`config.mk`:
```
export PLATFORM = sky130hd
export DESIGN_NAME = instasm_loader
export DESIGN_NICKNAME = d
export VERILOG_FILES = /design/src/rtl/instasm_loader_pkg.sv /design/src/rtl/instasm_loader_fifo.sv /design/src/rtl/instasm_loader.sv
export SDC_FILE = /design/constraint.sdc
export NUM_CORES = 1
export LEC_CHECK = 0
export ABC_CLOCK_PERIOD_IN_PS = 4100
export CAP_MARGIN = 20
export CORE_MARGIN = 4
export CORE_UTILIZATION = 34
export DETAILED_ROUTE_END_ITERATION = 10
export PLACE_DENSITY_LB_ADDON = 0.2
export REMOVE_ABC_BUFFERS = 1
export SETUP_SLACK_MARGIN = 0.5
export SYNTH_ARGS = -nofsm -noshare
export SYNTH_HDL_FRONTEND = slang
export SYNTH_SLANG_ARGS = --single-unit
```
`constraint.sdc`:
```
create_clock -name clk -period 4.1 [get_ports clk]
set_clock_uncertainty 0.2 [all_clocks]
set_input_delay 0.41 -clock clk [delete_from_list [all_inputs] [get_ports clk]]
set_output_delay 0.41 -clock clk [all_outputs]
set_load 0.02 [all_outputs]
```
`src/rtl/instasm_loader_pkg.sv`:
```
// Shared definitions for the instruction assembler/loader.
// Holds instruction field widths, the fmt encodings, the FSM state
// encodings, the packed field bundle and the word-assembly function.
package instasm_loader_pkg;

    localparam int unsigned OPCODE_W = 6;
    localparam int unsigned REG_W    = 5;
    localparam int unsigned SHAMT_W  = 5;
    localparam int unsigned FUNCT_W  = 6;
    localparam int unsigned IMM_W    = 16;
    localparam int unsigned INDEX_W  = 26;
    localparam int unsigned WORD_W   = 32;
    localparam int unsigned CNT_W    = 16;

    typedef enum logic [1:0] {
        FMT_R   = 2'b00,
        FMT_I   = 2'b01,
        FMT_J   = 2'b10,
        FMT_ILL = 2'b11
    } fmt_e;

    typedef enum logic [1:0] {
        ST_IDLE = 2'd0,
        ST_RUN  = 2'd1,
        ST_DONE = 2'd2
    } state_e;

    typedef struct packed {
        logic [OPCODE_W-1:0] opcode;
        logic [REG_W-1:0]    rs;
        logic [REG_W-1:0]    rt;
        logic [REG_W-1:0]    rd;
        logic [SHAMT_W-1:0]  shamt;
        logic [FUNCT_W-1:0]  funct;
        logic [IMM_W-1:0]    imm;
        logic [INDEX_W-1:0]  instr_index;
    } fields_t;

    // Opcode always lands in bits 31:26; illegal formats yield zero.
    function automatic logic [WORD_W-1:0] assemble(input logic [1:0] fmt, input fields_t f);
        logic [WORD_W-1:0] word;
        word = '0;
        case (fmt_e'(fmt))
            FMT_R:   word = {f.opcode, f.rs, f.rt, f.rd, f.shamt, f.funct};
            FMT_I:   word = {f.opcode, f.rs, f.rt, f.imm};
            FMT_J:   word = {f.opcode, f.instr_index};
            default: word = '0;
        endcase
        return word;
    endfunction

endpackage

```
`src/rtl/instasm_loader_fifo.sv`:
```
// inst_fifo: DEPTH-entry, 32-bit synchronous FIFO for assembled words.
// Ports: clk, rst_n (async active-low), push/wdata (write side),
// pop/rdata (read side, rdata = head), full, empty.
// Push while full and pop while empty are ignored.
module inst_fifo
    import instasm_loader_pkg::*;
#(
    parameter int unsigned DEPTH = 4
) (
    input  logic              clk,
    input  logic              rst_n,
    input  logic              push,
    input  logic [WORD_W-1:0] wdata,
    input  logic              pop,
    output logic [WORD_W-1:0] rdata,
    output logic              full,
    output logic              empty
);

    localparam int unsigned PW = $clog2(DEPTH);
    localparam logic [PW:0] DEPTH_CNT = (PW + 1)'(DEPTH);

    logic [WORD_W-1:0] mem [DEPTH];
    logic [PW-1:0]     wr_ptr;
    logic [PW-1:0]     rd_ptr;
    logic [PW:0]       count;
    logic              do_push;
    logic              do_pop;

    assign full    = (count == DEPTH_CNT);
    assign empty   = (count == '0);
    assign do_push = push & ~full;
    assign do_pop  = pop & ~empty;
    assign rdata   = mem[rd_ptr];

    // Pointers wrap naturally since DEPTH is a power of two.
    always_ff @(posedge clk or negedge rst_n) begin
        if (!rst_n) begin
            wr_ptr <= '0;
            rd_ptr <= '0;
            count  <= '0;
            for (int unsigned i = 0; i < DEPTH; i++) begin
                mem[i] <= '0;
            end
        end else begin
            if (do_push) begin
                mem[wr_ptr] <= wdata;
                wr_ptr      <= wr_ptr + 1'b1;
            end
            if (do_pop) begin
                rd_ptr <= rd_ptr + 1'b1;
            end
            case ({do_push, do_pop})
                2'b10:   count <= count + 1'b1;
                2'b01:   count <= count - 1'b1;
                default: count <= count;
            endcase
        end
    end

endmodule

```
`src/rtl/instasm_loader.sv`:
```
// instasm_loader: assembles R/I/J instruction fields into 32-bit words
// and writes them to consecutive IMEM addresses starting at base_addr.
// Ports: clk, rst_n (async active-low); start/base_addr/num_words open a
// session; in_valid/in_ready with fmt and field inputs deliver beats;
// imem_we/imem_ready/imem_addr/imem_wdata write words out;
// busy/done/fmt_err report status.
module instasm_loader
    import instasm_loader_pkg::*;
#(
    parameter int unsigned DEPTH = 4
) (
    input  logic                clk,
    input  logic                rst_n,
    input  logic                start,
    input  logic [31:0]         base_addr,
    input  logic [CNT_W-1:0]    num_words,
    input  logic                in_valid,
    output logic                in_ready,
    input  logic [1:0]          fmt,
    input  logic [OPCODE_W-1:0] opcode,
    input  logic [REG_W-1:0]    rs,
    input  logic [REG_W-1:0]    rt,
    input  logic [REG_W-1:0]    rd,
    input  logic [SHAMT_W-1:0]  shamt,
    input  logic [FUNCT_W-1:0]  funct,
    input  logic [IMM_W-1:0]    imm,
    input  logic [INDEX_W-1:0]  instr_index,
    output logic                imem_we,
    input  logic                imem_ready,
    output logic [31:0]         imem_addr,
    output logic [WORD_W-1:0]   imem_wdata,
    output logic                busy,
    output logic                done,
    output logic                fmt_err
);

    state_e             state;
    state_e             state_next;
    logic [31:0]        base_r;
    logic [CNT_W-1:0]   num_r;
    logic [CNT_W-1:0]   acc_cnt;
    logic [CNT_W-1:0]   wr_cnt;
    logic               fifo_full;
    logic               fifo_empty;
    logic               beat;
    logic               push;
    logic               pop;
    logic               bad_beat;
    fields_t            fields;
    logic [WORD_W-1:0]  word;

    assign fields = '{opcode: opcode, rs: rs, rt: rt, rd: rd, shamt: shamt,
                      funct: funct, imm: imm, instr_index: instr_index};
    assign word   = assemble(fmt, fields);

    assign beat     = in_valid & in_ready;
    assign bad_beat = beat & (fmt_e'(fmt) == FMT_ILL);
    assign push     = beat & (fmt_e'(fmt) != FMT_ILL);
    assign pop      = imem_we & imem_ready;

    assign imem_addr = base_r + {14'b0, wr_cnt, 2'b00};

    inst_fifo #(
        .DEPTH (DEPTH)
    ) u_fifo (
        .clk   (clk),
        .rst_n (rst_n),
        .push  (push),
        .wdata (word),
        .pop   (pop),
        .rdata (imem_wdata),
        .full  (fifo_full),
        .empty (fifo_empty)
    );

    always_ff @(posedge clk or negedge rst_n) begin
        if (!rst_n) begin
            state <= ST_IDLE;
        end else begin
            state <= state_next;
        end
    end

    always_comb begin
        state_next = state;
        busy       = 1'b0;
        done       = 1'b0;
        in_ready   = 1'b0;
        imem_we    = 1'b0;
        case (state)
            ST_IDLE: begin
                if (start) begin
                    state_next = (num_words == '0) ? ST_DONE : ST_RUN;
                end
            end
            ST_RUN: begin
                busy     = 1'b1;
                in_ready = ~fifo_full & (acc_cnt < num_r);
                imem_we  = ~fifo_empty;
                // Leave on the edge that completes the final write.
                if (pop && (wr_cnt + 16'd1 == num_r)) begin
                    state_next = ST_DONE;
                end
            end
            ST_DONE: begin
                done = 1'b1;
                if (start) begin
                    state_next = ST_IDLE;
                end
            end
            default: state_next = ST_IDLE;
        endcase
    end

    always_ff @(posedge clk or negedge rst_n) begin
        if (!rst_n) begin
            base_r  <= '0;
            num_r   <= '0;
            acc_cnt <= '0;
            wr_cnt  <= '0;
            fmt_err <= 1'b0;
        end else if (state == ST_IDLE && start) begin
            base_r  <= base_addr;
            num_r   <= num_words;
            acc_cnt <= '0;
            wr_cnt  <= '0;
            fmt_err <= 1'b0;
        end else begin
            if (push)     acc_cnt <= acc_cnt + 1'b1;
            if (pop)      wr_cnt  <= wr_cnt + 1'b1;
            if (bad_beat) fmt_err <= 1'b1;
        end
    end

endmodule

```
==> flow_summary.yaml, run 1 <==
status:
  outcome: "finished clean"
critical_path:
  startpoint: "base_r[2]"
  critPathKind: "register to output port"
  crit_path_max_incr_delay_ns: 0.38
  path_buf_inv: 6
  crit_chain: "ha_2 > buf_4 > buf_6 > a211oi_4 > o21ai_2 > o311ai_1 > buf_4 > a31oi_4 > a41oi_2 > buf_6 > buf_4 > nor2_1 > xor2_1 > buf_4"
  cp.depth: 14
  reg2reg_depth: 10
  reg2reg_to: "u_fifo.mem[31]"
  crit_family: "compound AO/OA/AOI/OAI gates"
  critPathRequiredTime_ns: 3.49
  crit_end: "imem_addr[21]"
  cp.arrival_ns: 3.08
  crit_fanout: 7
  end_kind: "output port"
  crit_top_cell: "buf_4"
  r2r_setup_slack_ns: 0.76
  r2r_start: "num_r[13]"
  crit_path_start_kind: "register"
  slowest_stage: "dfrtp_1"
drt:
  drc: 0
  dr_total_vias: 8881
  antenna_left: 0
  first_iter_violations: 373
  wire_per_inst_um: 17.2
  viasPerCell: 4.96
  dr.pass1.iters: 6
  routed_wl_um: 30800
final_layout:
  antenna-diode-count: 0
  fillers: 3135
  num-nets-final: 1492
  syn_to_final_growth_pct: 32.6
  drive_above_1_share_pct: 19.8
pwr:
  combPwrFrac_pct: 45.1
  leakage_uw: 0.00688
  swShare_pct: 35.9
  p_per_area_nw_per_um2: 722
  p_seq_share_pct: 32.7
  vdd_drop_max_mv: 0.326
  p_sw_uw: 4000
  p_int_uw: 7150
  pwr-share-clk_pct: 22.2
min_path:
  hold_class: "input port to register"
synth:
  synth_edf_count: 0
  ys_async_sr_fraction_pct: 100
  synth.distinct_cells: 60
  synth-seq-cells: 218
  synth_area_um2: 11600
  syn_inst: 1116
  yosys_warnings: 0
  syn_area_per_cell_um2: 10.4
  seq_area_frac_synth_pct: 46.9
  synthFlopType: "dfrtp_1"
timing:
  worst_pin_slew_ns: 0.793
  setup_violations: 0
  min_period_ns: 3.69
  finalHoldViolCount: 0
  grt_setup_unrepaired: "yes"
  setup_tns_ns: 0
  max_slew_margin_pct: 47.1
  holdWs_ns: 0.217
  fmax_mhz: 271
  maxSlewViolCount: 0
  post-route-period-util_pct: 90.1
clocking:
  cts_root_buffer: "clkbuf_16"
  cts.sinks: 218
  cts_buffer_depth: 3
  cts_made_buffers: 26
  clk_latency_ns: 0.52
  tritoncts: "done"
  clkSlewWorstSetupHoldPaths_ns: 0.06
  cts_max_level: 1
floorplan:
  die-area_um2: 37300
  ios: 198
  coreArea_um2: 33600
  num_rows: 67
  start_util_pct: 34.6
  die_y_um: 193
  die_w_um: 193
global_route:
  grt_pass1_vias: 8932
  grt_pass1_wl_um: 48900
  grt_usage_pct: 16.2
  antenna_found_initial: 0
  gr-total-overflow: 0
  grt_max_degree: 106
flow_run:
  max-cap-violations: 0
placement:
  place_hpwl_um: 21700
  io_buffer_count: 197
  gp_congestion: 0.820
## repair_timing
item / CTS / global route
gates resized for setup: 98 / 37
hold buffers: 1 / 0
endpoints found under the setup margin: 25 / 40
endpoints found under the hold margin: 101 / 0
pin swaps: 5 / 9
setup buffers: 6 / 5
## per-stage QoR
| stage | util [%] | total power (uW) | worst slack [ns] | area, um^2 | instances |
|---|---|---|---|---|---|
| 2_1_floorplan | - | 6560 | 0.890 | 11400 | 1054 |
| 3_3_place_gp | 42.3 | 8570 | 0.261 | 14200 | 1730 |
| 3_5_place_dp | 42.3 | 8650 | 0.262 | 14200 | 1730 |
| 4_1_cts | 45.5 | 11200 | 0.418 | 15300 | 1784 |
| 5_1_grt | 45.9 | 11900 | 0.257 | 15400 | 1790 |
| 6_report | 45.9 | 11200 | 0.406 | 15400 | 1790 |
## cells by family after synthesis
kind of cell / count (synthesis) / synth area share, %
adders and majority gates: 40 / 4.43
buffers and inverters: 93 / 3.32
AOI/OAI and AO/OA: 220 / 11.6
DFF: 218 / 46.9
xor gates and xnor gates: 57 / 4.29
muxes: 137 / 16.2
and+or+nand+nor: 351 / 13.3
## cell type report
cell class / count / area, um^2 / share of cell area (%)
Multi-Input combinational cell: 805 / 6040 / 39.1
Clock buffer: 38 / 746 / 4.83
Timing Repair Buffer: 241 / 2330 / 15.1
Inverter: 31 / 116 / 0.754
Clock inverter: 9 / 184 / 1.19
Tap cell: 448 / 561 / 3.63
Sequential cell: 218 / 5460 / 35.4
## worst register-to-register path, stage by stage, from the launching register on
cell and delay, ns:
dfrtp_1 0.40, inv_1 0.09, ha_1 0.31, a21o_1 0.16, a21o_1 0.20, a2111oi_4 0.46, and2_2 0.32, buf_4 0.19
o211ai_4 0.23, buf_4 0.34, mux2_2 0.33
## synthesized netlist by cell type, types with 4 or more instances
| library cell | number | share of area [%] |
|---|---|---|
| nor4_1 | 5 | 0.27 |
| nor3_1 | 10 | 0.43 |
| mux2_2 | 89 | 8.6 |
| buf_1 | 5 | 0.16 |
| nand3_1 | 17 | 0.73 |
| or3_1 | 7 | 0.38 |
| a21oi_1 | 29 | 1.2 |
| nand4_1 | 9 | 0.48 |
| mux4_2 | 32 | 6.2 |
| mux2i_1 | 16 | 1.4 |
| a31oi_1 | 7 | 0.38 |
| o21ai_0 | 115 | 4.9 |
| ha_1 | 38 | 4.1 |
| and2_1 | 4 | 0.21 |
| inv_1 | 31 | 1.0 |
| o31ai_1 | 5 | 0.32 |
| o211ai_1 | 4 | 0.26 |
| o21a_1 | 8 | 0.52 |
| nand2_1 | 210 | 6.8 |
| a21o_1 | 12 | 0.77 |
| o2111ai_1 | 4 | 0.30 |
| and3_1 | 12 | 0.64 |
| buf_2 | 14 | 0.60 |
| nor2b_1 | 15 | 0.81 |
| o211ai_2 | 4 | 0.43 |
| xor2_1 | 23 | 1.7 |
| nor2_1 | 46 | 1.5 |
| a211oi_1 | 4 | 0.26 |
| dfrtp_1 | 218 | 47 |
| xnor2_1 | 34 | 2.6 |
| clkbuf_1 | 38 | 1.2 |
## cell usage in the layout (no fill, tap or decap), types with 4 or more instances in the layout
cell	instances
a21o_1	12
a21oi_1	29
a31oi_1	6
and3_1	11
buf_4	52
bufinv_16	5
clkbuf_1	7
clkbuf_16	26
clkbuf_8	5
clkdlybuf4s50_1	171
dfrtp_1	211
dfrtp_2	7
dlygate4sd2_1	5
ha_1	28
ha_4	8
inv_1	30
mux2_2	89
mux2i_1	16
mux4_2	32
nand2_1	210
nand3_1	16
nand4_1	9
nor2_1	45
nor2b_1	14
nor3_1	9
nor4_1	5
o2111ai_1	4
o211ai_1	4
o211ai_4	4
o21a_1	8
o21ai_0	114
o31ai_1	5
or3_1	7
xnor2_1	31
xor2_1	23
## sequential cells by signal, indices dropped and copies added (netlist names)
| register | count |
|---|---|
| state | 2 |
| u_fifo.rd_ptr | 2 |
| u_fifo.count | 3 |
| acc_cnt | 16 |
| wr_cnt | 16 |
| fmt_err | 1 |
| num_r | 16 |
| base_r | 32 |
| u_fifo.wr_ptr | 2 |
| u_fifo.mem | 128 |
## worst min path at each step
stage / depth (start not counted) / start / slack (ns) / to
after detailed placement: 2 / base_r[0] / 0.27 / base_r[0]
after global placement: 2 / u_fifo.mem[115] / 0.26 / u_fifo.mem[115]
final: 3 / base_addr[4] / 0.22 / base_r[4]
after floorplan: 0 / rst_n / -0.09 / acc_cnt[0]
after global routing: 3 / base_addr[4] / 0.21 / base_r[4]
after CTS: 3 / base_addr[4] / 0.19 / base_r[4]
## power groups by stage
stage / clock [uW] / combinational [uW] / sequential [uW]
5_1_grt: 2640 / 5490 / 3770
4_1_cts: 2540 / 5050 / 3640
6_report: 2480 / 5030 / 3650
2_1_floorplan: 0 / 2980 / 3590
3_5_place_dp: 0 / 5000 / 3650
3_3_place_gp: 0 / 4950 / 3620
## metal layers
metal	global-route usage (%)	vias to the layer above	part of all wire [%]
met1	22.6	4310	46
met5	0	-	0
met4	2.78	0	1.2
met2	27.6	166	49
met3	2.14	26	4.3
li1	-	4379	-
Note: power is estimated with default switching activity, not from simulation.
==> inputs of run 2 (changes only) <==
--- a/config.mk
+++ b/config.mk
@@ -10,9 +10,10 @@
 export CORE_MARGIN = 4
 export CORE_UTILIZATION = 34
 export DETAILED_ROUTE_END_ITERATION = 10
-export PLACE_DENSITY_LB_ADDON = 0.2
+export GPL_ROUTABILITY_DRIVEN = 0
+export PLACE_DENSITY = 0.61
 export REMOVE_ABC_BUFFERS = 1
-export SETUP_SLACK_MARGIN = 0.5
+export SETUP_SLACK_MARGIN = 0.15
 export SYNTH_ARGS = -nofsm -noshare
 export SYNTH_HDL_FRONTEND = slang
 export SYNTH_SLANG_ARGS = --single-unit
==> flow_summary.yaml, run 2 (same netlist as run 1, synthesis figures left out) <==
min_path:
  hp-start: "base_addr[8]"
  hold_end: "base_r[8]"
  hold_class: "input port to register"
  holdPathStages: 3
floorplan:
  die-area_um2: 37300
  die_y_um: 193
  start_util_pct: 34.6
  coreArea_um2: 33600
  die_w_um: 193
  num_rows: 67
  ios: 198
timing:
  worst_pin_slew_ns: 0.873
  finalHoldViolCount: 0
  max_slew_margin_pct: 41.5
  setup_violations: 0
  post-route-period-util_pct: 93.1
  setup_tns_ns: 0
  grt_setup_unrepaired: "yes"
  setup_ws_ns: 0.285
  fmax_mhz: 262
  min_period_ns: 3.82
  maxSlewViolCount: 0
  holdWs_ns: 0.207
clocking:
  cts.sinks: 218
  cts_max_level: 1
  cts_made_buffers: 26
  cts_root_buffer: "clkbuf_16"
  tritoncts: "done"
  cts_buffer_depth: 3
  clk_latency_ns: 0.53
  clkSlewWorstSetupHoldPaths_ns: 0.06
critical_path:
  critPathRequiredTime_ns: 3.49
  end_kind: "output port"
  crit_fanout: 7
  cp.arrival_ns: 3.21
  r2r_setup_slack_ns: 0.53
  slowest_stage: "a221o_2"
  crit_family: "compound AO/OA/AOI/OAI gates"
  crit_path_start_kind: "register"
  reg2reg_depth: 13
  r2r_start: "num_r[13]"
  crit_path_max_incr_delay_ns: 0.41
  critPathKind: "register to output port"
  crit_chain: "ha_1 > inv_1 > fa_1 > nor2b_2 > o31a_1 > o211ai_1 > a21boi_2 > a221o_2 > nand4_1 > xnor2_1 > dlygate4sd2_1"
  path_buf_inv: 2
  reg2reg_to: "u_fifo.count[2]"
final_layout:
  fillers: 3126
  multi_input_area_um2: 5870
  largestRegisters: "u_fifo.mem x128, base_r x32"
  regArea_um2: 5460
  syn_to_final_growth_pct: 29.4
  largest_reg_flops: 128
  layout_common_cells: "dfrtp_1 (216), nand2_1 (210), clkdlybuf4s50_1 (176), o21ai_0 (113), mux2_2 (89)"
  num-nets-final: 1477
  final_common_cell: "dfrtp_1"
  drive_above_1_share_pct: 16.7
  top_register: "u_fifo.mem"
drt:
  viasPerCell: 4.99
  routed_wl_um: 30300
  first_iter_violations: 474
  dr.pass1.iters: 5
  antenna_left: 0
  wire_per_inst_um: 17.0
  drc: 0
  dr_total_vias: 8874
global_route:
  grt_max_degree: 103
  grt_pass1_vias: 8994
  grt_pass1_wl_um: 48400
  grt_usage_pct: 15.9
  antenna_found_initial: 1
  gr-total-overflow: 0
pwr:
  vdd_drop_max_mv: 0.332
  leakage_uw: 0.00676
  p_per_area_nw_per_um2: 718
placement:
  io_buffer_count: 197
  pre_cts_slack_ns: 0.184
  place_hpwl_um: 21600
flow_run:
  max-cap-violations: 0
status:
  outcome: "finished clean"
[run 2: cell count changes in the layout (fill, tap and decap cells not counted), sizes merged]
cell | previous run | this run
bufinv | 5 | 3
dlymetal6s2s | 3 | 4
diode | 0 | 2
clkinv | 3 | 9
clkbuf | 39 | 44
dlygate4sd2 | 5 | 4
clkinvlp | 1 | 0
clkdlybuf4s50 | 171 | 176
buf | 60 | 32
[run 2: worst max-delay path by stage]
stage                         start             to  slack [ns]  cells past startpoint
after floorplan           wr_cnt[0]  imem_addr[22]        0.89                     10
after global placement    wr_cnt[1]  imem_addr[31]        0.18                     10
after detailed placement  wr_cnt[1]  imem_addr[31]        0.18                     10
after CTS                  num_r[5]       in_ready        0.16                      8
after global routing      base_r[2]  imem_addr[30]         0.1                     11
final                     base_r[2]  imem_addr[26]        0.28                     11
[run 2: layer usage]
layer,track usage [%],routed length (um)
met1,22.1,13900
met2,26.8,14600
met3,2.09,1280
met4,3.70,555
met5,0,0
[run 2: final cells by class]
cell class / instances / share of cell area (%)
Antenna cell: 2 / 0.0332
Multi-Input combinational cell: 805 / 39.0
Sequential cell: 218 / 36.2
Clock buffer: 35 / 4.74
Tap cell: 448 / 3.72
Timing Repair Buffer: 226 / 14.6
Clock inverter: 12 / 0.972
Inverter: 31 / 0.772
[run 2: stage by stage]
| stage | total power, uW | utilization [%] | area, um^2 | std cells |
|---|---|---|---|---|
| 4_1_cts | 11000 | 44.8 | 15100 | 1773 |
| 5_1_grt | 11600 | 44.8 | 15100 | 1776 |
| 6_report | 10800 | 44.8 | 15100 | 1777 |
| 3_5_place_dp | 8650 | 42.2 | 14200 | 1725 |
| 2_1_floorplan | 6560 | - | 11400 | 1054 |
| 3_3_place_gp | 8560 | 42.2 | 14200 | 1725 |
[run 2: worst min-delay path, stage by stage]
cell and delay [ns]:
clkdlybuf4s50_1 0.40, nand2_1 0.06, nand2_1 0.04
[run 2: power breakdown]
group | switching (uW) | total (uW) | internal (uW) | leakage [uW]
sequential | 585 | 3630 | 3050 | 0.00277
combinational | 2470 | 4870 | 2400 | 0.00356
clock | 911 | 2320 | 1410 | 0.000430
total | 3970 | 10800 | 6860 | 0.00676
[run 2: timing repair]
item / CTS / global route
gates resized for setup: 27 / 32
setup endpoints to repair: 17 / 19
hold buffers: 1 / 0
endpoints found under the hold margin: 100 / 0
setup buffers: 0 / 2
pin swaps: 0 / 3
gates cloned: 0 / 0
==> inputs of run 3 (changes only) <==
--- a/config.mk
+++ b/config.mk
@@ -5,7 +5,7 @@
 export SDC_FILE = /design/constraint.sdc
 export NUM_CORES = 1
 export LEC_CHECK = 0
-export ABC_CLOCK_PERIOD_IN_PS = 4100
+export ABC_CLOCK_PERIOD_IN_PS = 4400
 export CAP_MARGIN = 20
 export CORE_MARGIN = 4
 export CORE_UTILIZATION = 34
==> constraint.sdc (replaced) <==
create_clock -name clk -period 4.4 [get_ports clk]
set_clock_uncertainty 0.2 [all_clocks]
set_input_delay 0.44 -clock clk [delete_from_list [all_inputs] [get_ports clk]]
set_output_delay 0.44 -clock clk [all_outputs]
set_load 0.02 [all_outputs]
==> flow_summary.yaml, run 3 (same netlist as run 1, synthesis figures left out) <==
status:
  outcome: "finished clean"
clocking:
  clkSlewWorstSetupHoldPaths_ns: 0.06
  tritoncts: "done"
  cts_root_buffer: "clkbuf_16"
  clk_latency_ns: 0.53
  cts_made_buffers: 24
  cts_buffer_depth: 3
  cts_max_level: 1
  cts.sinks: 218
floorplan:
  num_rows: 67
  coreArea_um2: 33600
  die_w_um: 193
  ios: 198
  die-area_um2: 37300
  start_util_pct: 34.6
  die_y_um: 193
pwr:
  vdd_drop_max_mv: 0.392
  pwr-share-clk_pct: 20.1
  p_per_area_nw_per_um2: 664
  p_seq_share_pct: 34.4
  swShare_pct: 36.9
  combPwrFrac_pct: 45.5
  p_int_uw: 6260
  p_sw_uw: 3660
  leakage_uw: 0.00667
timing:
  min_period_ns: 4.09
  post-route-period-util_pct: 93.0
  worst_pin_slew_ns: 1.02
  finalHoldViolCount: 0
  setup_tns_ns: 0
  setup_violations: 0
  fmax_mhz: 244
  setup_ws_ns: 0.310
  max_slew_margin_pct: 31.9
  grt_setup_unrepaired: "yes"
  holdWs_ns: 0.242
  maxSlewViolCount: 0
flow_run:
  max-cap-violations: 0
drt:
  routed_wl_um: 30400
  first_iter_violations: 343
  drc: 0
  wire_per_inst_um: 17.3
  viasPerCell: 5.03
  antenna_left: 0
  dr.pass1.iters: 5
  dr_total_vias: 8865
min_path:
  hold_class: "input port to register"
placement:
  dp.cells: 1718
  pre_cts_slack_ns: 0.350
  io_buffer_count: 197
  place_hpwl_um: 21500
final_layout:
  num-nets-final: 1468
  fin_cells: 1763
  top_register: "u_fifo.mem"
  largestRegisters: "u_fifo.mem x128, base_r x32"
  drive_above_1_share_pct: 15.4
  fillers: 3164
  final_util_pct: 44.4
  largest_reg_flops: 128
  syn_to_final_growth_pct: 28.2
  final_common_cell: "dfrtp_1"
  layout_common_cells: "dfrtp_1 (215), nand2_1 (210), clkdlybuf4s50_1 (182), o21ai_0 (114), mux2_2 (89)"
global_route:
  grt_pass1_wl_um: 49000
  grt_usage_pct: 16.2
  antenna_found_initial: 1
  gr-total-overflow: 0
  grt_max_degree: 135
  grt_pass1_vias: 9163
critical_path:
  r2r_setup_slack_ns: 0.84
  crit_fanout: 7
  critPathKind: "register to output port"
  cp.arrival_ns: 3.45
  critPathRequiredTime_ns: 3.76
  crit_path_start_kind: "register"
  end_kind: "output port"
==> run 3: stage by stage <==
| step | instance area, um^2 | total power, uW |
|---|---|---|
| 2_1_floorplan | 11400 | 6120 |
| 3_3_place_gp | 14100 | 7940 |
| 3_5_place_dp | 14100 | 8020 |
| 4_1_cts | 14900 | 10100 |
| 5_1_grt | 14900 | 10600 |
| 6_report | 14900 | 9920 |
==> run 3: critical path: stages (launching register included) <==
cell and delay (ns):
dfrtp_1 0.46, ha_1 0.34, a211oi_2 0.26, o21ai_2 0.14, o311ai_2 0.32, a31oi_2 0.18, a41oi_1 0.26, buf_4 0.19
nor2_1 0.06, xor2_1 0.12, clkdlybuf4s50_1 0.62
==> run 3: routing by layer <==
| metal | global-route usage (%) | up-vias | part of all wire, % |
|---|---|---|---|
| met3 | 2.16 | 40 | 4.2 |
| met5 | 0 | - | 0 |
| li1 | - | 4305 | - |
| met4 | 3.76 | 0 | 1.8 |
| met1 | 22.2 | 4364 | 45 |
| met2 | 27.4 | 156 | 49 |
==> run 3: final cells by class <==
class / instances / area, um^2 / share of cell area [%]
multi-input cells: 805 / 5870 / 39.3
flip-flops and latches: 218 / 5460 / 36.6
repair buffers: 219 / 2150 / 14.4
clock buffers: 34 / 678 / 4.54
well taps: 448 / 561 / 3.75
inverters: 31 / 116 / 0.779
clock inverters: 7 / 96.3 / 0.645
diodes: 1 / 2.50 / 0.0168
==> run 3: path summary, 6_finish.rpt <==
kind                                 from              end  cells after the start
min in group asynchronous           rst_n   u_fifo.mem[95]                      2
setup reg to reg              acc_cnt[13]  u_fifo.count[2]                     12
hold / removal              base_addr[19]       base_r[19]                      3
max in group asynchronous           rst_n       acc_cnt[5]                      3
hold reg to reg            u_fifo.mem[55]   u_fifo.mem[55]                      2
setup / recovery                wr_cnt[1]    imem_addr[21]                     10
==> run 3: power groups by stage <==
stage	registers [uW]	clock network, uW	logic (uW)
after floorplan	3340	0	2780
after global placement	3410	0	4530
after detailed placement	3440	0	4580
after CTS	3410	2050	4590
after global routing	3520	2140	4940
final	3410	1990	4510
==> run 3: what timing repair did <==
action / in CTS / in global routing
buffers inserted: 2 / 0
hold buffers: 1 / 0
gates resized for setup: 14 / 22
pin swaps: 1 / 1
hold endpoints to repair: 132 / 0
endpoints found under the setup margin: 16 / 13
